File: src/rtl/fitbit_pkg.sv
`default_nettype none
// ============================================================================
// Package  : fitbit_pkg
// Purpose  : Shared mode encodings, step rates and limits for the tracker.
// Revision : 1.0
// ============================================================================
package fitbit_pkg;

    typedef enum logic [1:0] {
        MODE_WALK   = 2'd0,
        MODE_JOG    = 2'd1,
        MODE_RUN    = 2'd2,
        MODE_HYBRID = 2'd3
    } mode_e;

    localparam int RATE_WALK     = 32;
    localparam int RATE_JOG      = 64;
    localparam int RATE_RUN      = 128;

    localparam int HIGHATIME_MAX = 9999;
    localparam int HAT_W         = 14;

endpackage
`default_nettype wire

File: src/rtl/step_pulse_gen.sv
`default_nettype none
// ============================================================================
// Module   : step_pulse_gen
// Purpose  : Mode-selected step pulse source (period counter + hybrid phase).
// Revision : 1.0
// ============================================================================
module step_pulse_gen
    import fitbit_pkg::*;
#(
    parameter int CLKS_PER_SEC = 100_000_000
) (
    input  logic       CLK,
    input  logic       RESET,
    input  logic [1:0] MODE,
    input  logic       START,
    input  logic       sec_tick_i,
    output logic       step_o
);

    localparam int CNT_W = (CLKS_PER_SEC / RATE_WALK > 1) ? $clog2(CLKS_PER_SEC / RATE_WALK) : 1;
    localparam logic [CNT_W-1:0] LAST_WALK = CNT_W'(CLKS_PER_SEC / RATE_WALK - 1);
    localparam logic [CNT_W-1:0] LAST_JOG  = CNT_W'(CLKS_PER_SEC / RATE_JOG - 1);
    localparam logic [CNT_W-1:0] LAST_RUN  = CNT_W'(CLKS_PER_SEC / RATE_RUN - 1);
    localparam logic [CNT_W-1:0] CNT_ONE   = CNT_W'(1);

    mode_e            mode_q;
    mode_e            eff_mode;
    logic             mode_vld_q;
    logic             phase_q;
    logic             mode_chg;
    logic [CNT_W-1:0] cnt_q;
    logic [CNT_W-1:0] cnt_d;
    logic [CNT_W-1:0] last;

    // The registered mode governs the current cycle so a change coincident
    // with the second tick still completes the old period.
    assign eff_mode = mode_vld_q ? mode_q : mode_e'(MODE);
    assign mode_chg = mode_vld_q && (mode_e'(MODE) != mode_q);

    always_comb begin
        case (eff_mode)
            MODE_WALK: last = LAST_WALK;
            MODE_JOG:  last = LAST_JOG;
            MODE_RUN:  last = LAST_RUN;
            default:   last = phase_q ? LAST_RUN : LAST_WALK;
        endcase
    end

    assign step_o = START && (cnt_q >= last);

    always_comb begin
        cnt_d = cnt_q;
        if (START) begin
            cnt_d = (step_o || mode_chg) ? '0 : cnt_q + CNT_ONE;
        end
    end

    always_ff @(posedge CLK or negedge RESET) begin
        if (!RESET) begin
            cnt_q      <= '0;
            mode_q     <= MODE_WALK;
            mode_vld_q <= 1'b0;
            phase_q    <= 1'b0;
        end else begin
            cnt_q <= cnt_d;
            if (START) begin
                mode_q     <= mode_e'(MODE);
                mode_vld_q <= 1'b1;
            end
            if (sec_tick_i) begin
                phase_q <= ~phase_q;
            end
        end
    end

endmodule
`default_nettype wire

File: config.mk
export PLATFORM = sky130hd
export DESIGN_NAME = step_pulse_gen
export DESIGN_NICKNAME = d
export VERILOG_FILES = /design/src/rtl/fitbit_pkg.sv /design/src/rtl/step_pulse_gen.sv
export SDC_FILE = /design/constraint.sdc
export NUM_CORES = 1
export LEC_CHECK = 0
export BUFFER_PORTS_ARGS = -buffer_cell sky130_fd_sc_hd__clkbuf_2
export CORE_MARGIN = 3
export CORE_UTILIZATION = 25
export DETAILED_ROUTE_END_ITERATION = 16
export PLACE_DENSITY = 0.36
export SYNTH_ARGS = -nofsm -noshare
export SYNTH_HDL_FRONTEND = slang
export SYNTH_SLANG_ARGS = --single-unit
File: constraint.sdc
create_clock -name CLK -period 5.2 [get_ports CLK]
set_input_delay 0.26 -clock CLK [delete_from_list [all_inputs] [get_ports CLK]]
set_output_delay 0.26 -clock CLK [all_outputs]
set_load 0.05 [all_outputs]
==> metrics.csv <==
stage,metric,value,unit
timing,rsz0062_at_grt,false,
synth,netlist_instances,169,
cts,postCtsSetupBuffers,0,
power_and_ir_drop,p_leak,0.859,nW
cts,cts_tree,built,
synth,avgSynthCellArea,10.5,um^2
floorplan,ios,7,
timing,tightest_slew,709,ps
synth,yosysSeqAreaShare,0.366,
floorplan,initial_utilization,0.260,
worst_setup_path,crit_type,reg2out,
timing,hold_slack,12.6,ps
floorplan,fp.dieH,90.3,um
synth,ys_warn_count,0,
synth,netlist_area,1780,um^2
timing,fmax,264,MHz
cts,cts-resized-gates,0,
layout,diodes,0,
floorplan,core_area,6830,um^2
worst_setup_path,start_kind,flip-flop,
timing,setup_viol,0,
synth,yosys-top-cells-count,"dfrtp_1 (26), xor2_1 (15), ha_1 (14)",
routing,drc_errors,0,
floorplan,die_x,90.3,um
placed_design,numPortBuffers,6,
cts,h-tree-depth,1,
layout,fill_cells,742,
global_routing,antenna_found_initial,0,
layout,area_delta_synth_final,9.29,%
min_path,hold_path_class,in2async,
placed_design,dpl_worst_slack,1670,ps
outcome,outcome,"complete, no violations",
global_routing,grt_max_degree,27,
timing,fin_skew,1.80,ps
layout,layout-drive-gt1-share,0.183,
synth,synth_top_area_share,0.366,
floorplan,row_count,30,
routing,route.vias.total,1173,
global_routing,gr-total-overflow,0,
worst_setup_path,crit_slowest_cell,dfrtp_1,
worst_setup_path,cp.required,4940,ps
synth,synth-async-reset-ratio,1.00,
routing,drt_iter0_drc,36,
routing,avgRoutedWirePerCell,12.7,um
synth,ys.flop_type,dfrtp_1,
timing,period_needed,3780,ps
routing,viasPerCell,4.33,
placed_design,dp_hpwl,2590,um
cts,clkSinkCount,26,
worst_setup_path,worst_setup_path_end_kind,output port,
timing,finalWorstSetupSlack,1420,ps
routing,firstDrtPassIters,4,
global_routing,grt_pass1_vias,1263,
synth,syn_nets,189,
cts,clk_latency,270,ps
synth,synth-edff-count,0,
worst_setup_path,slowest_delay,440,ps
cts,cts_buffer_depth,2,
synth,yosysTopAreaCell,dfrtp_1,
timing,maxSlewHeadroom,0.528,
routing,wl,3440,um
timing,hold_viol,0,
cts,cts_buffers,3,
power_and_ir_drop,finalPower,0.446,mW
synth,ys_types,40,
cts,clk_pin_slew_worst_paths,100,ps
synth,yosys-top-cells-area,"dfrtp_1 (37%), ha_1 (9.9%), xor2_1 (7.4%)",
worst_setup_path,path_cells,mux2i_1 > inv_1 > ha_1 > nand2_1 > o21ai_0 > ha_1 > o41ai_1 > o211ai_1 > maj3_1 > a31oi_1 > o21ai_0 > and2_1 > clkbuf_2,
placed_design,gp_congestion,0.765,
timing,finalSetupTns,0,ps
power_and_ir_drop,max-vdd-ir-drop,0.0000904,V
layout,nets,196,
global_routing,grt_usage,0.0932,
synth,yosysMostFrequentCell,dfrtp_1,
timing,final_max_slew_viol_count,0,
timing,post-route-period-util,0.728,
worst_setup_path,path_max_fanout,5,
layout,final_core_util,0.284,
worst_setup_path,worstPathArrival,3520,ps
routing,ant_nets,0,
cts,cts_root_buf,clkbuf_8,
power_and_ir_drop,power_density,229,nW/um^2
global_routing,grt_pass1_wl,6150,um
job,cap_viol_max_count,0,
floorplan,die_area,8160,um^2
cts,holdBufCountCts,0,
synth,ys_seq_elements,26,
-- worst max-delay path, delay by kind of cell, from the launching register on --
family          cells  cell delay, ps
mux                 1             330
simple gates        2             250
compound gates      5             990
buf+inv             2             340
fa+ha+maj           3             910
flops               1             440
-- final cells by class --
class	count	area (um^2)	share of cell area
clock buffer	4	55.1	0.0283
inverter	8	30.0	0.0155
multi-input combinational	131	1060	0.544
sequential	26	651	0.335
tap	96	120	0.0618
timing repair buffer	6	30.0	0.0155
-- where the power goes --
part	switching (mW)	leakage (nW)	internal, mW
clock network	0.0701	0.0288	0.0679
logic	0.0520	0.480	0.0331
registers	0.0127	0.350	0.210
total	0.135	0.859	0.311
-- sequential cells by signal (all words and copies together), names as in the netlist --
register    flops
cnt_q          22
mode_q          2
phase_q         1
mode_vld_q      1
-- cell usage in the layout (no fill, tap or decap), types with 2 or more instances in the layout --
cell type | synthesis | routed
a21o_1 | 5 | 5
a21oi_1 | 2 | 2
and2_1 | 3 | 3
and3_1 | 7 | 7
clkbuf_2 | 1 | 6
clkbuf_8 | 0 | 4
dfrtp_1 | 26 | 26
ha_1 | 14 | 14
inv_1 | 6 | 6
inv_2 | 2 | 2
mux2_2 | 2 | 2
mux2i_1 | 3 | 3
nand2_1 | 9 | 9
nand3_1 | 9 | 9
nand4_1 | 5 | 5
nor2_1 | 9 | 9
nor2_4 | 10 | 10
nor2b_1 | 3 | 3
nor3_1 | 3 | 3
o21ai_0 | 8 | 8
xnor2_1 | 8 | 8
xor2_1 | 15 | 15
-- cells by family (layout without fill, tap and decap cells) --
logic type,after synthesis,in the layout,share of synthesized area
and+or+nand+nor,64,64,0.229
buffers and inverters,12,18,0.0394
muxes,7,7,0.0500
DFF,26,26,0.366
xor gates and xnor gates,23,23,0.113
adders and majority gates,16,16,0.110
AOI/OAI and AO/OA,21,21,0.0922
-- routing by layer --
layer | GRT usage | share of wire | vias up
met5 | 0 | 0 | -
met4 | 0.0306 | 0.013 | 0
met3 | 0.0183 | 0.017 | 4
met2 | 0.151 | 0.47 | 4
met1 | 0.124 | 0.50 | 562
li1 | - | - | 603
-- worst paths after layout --
path,startpoint,end,slack (ps),cells past startpoint
worst max-delay path,mode_vld_q$_DFFE_PN0P_,step_o,1420,13
worst min-delay path,RESET,cnt_q[17]$_DFFE_PN0P_,10,1
worst max register to register,mode_vld_q$_DFFE_PN0P_,cnt_q[21]$_DFFE_PN0P_,1760,13
worst min register to register,cnt_q[17]$_DFFE_PN0P_,cnt_q[17]$_DFFE_PN0P_,570,2
max in group asynchronous,RESET,cnt_q[1]$_DFFE_PN0P_,4730,1
min in group CLK,sec_tick_i,phase_q$_DFFE_PN0P_,160,2
-- stage by stage --
stage               cells  cell area [um^2]
floorplan             169              1780
global placement      267              1890
detailed placement    267              1890
CTS                   271              1940
global route          271              1940
finish                271              1940
Power figures use the tool's default switching activity.
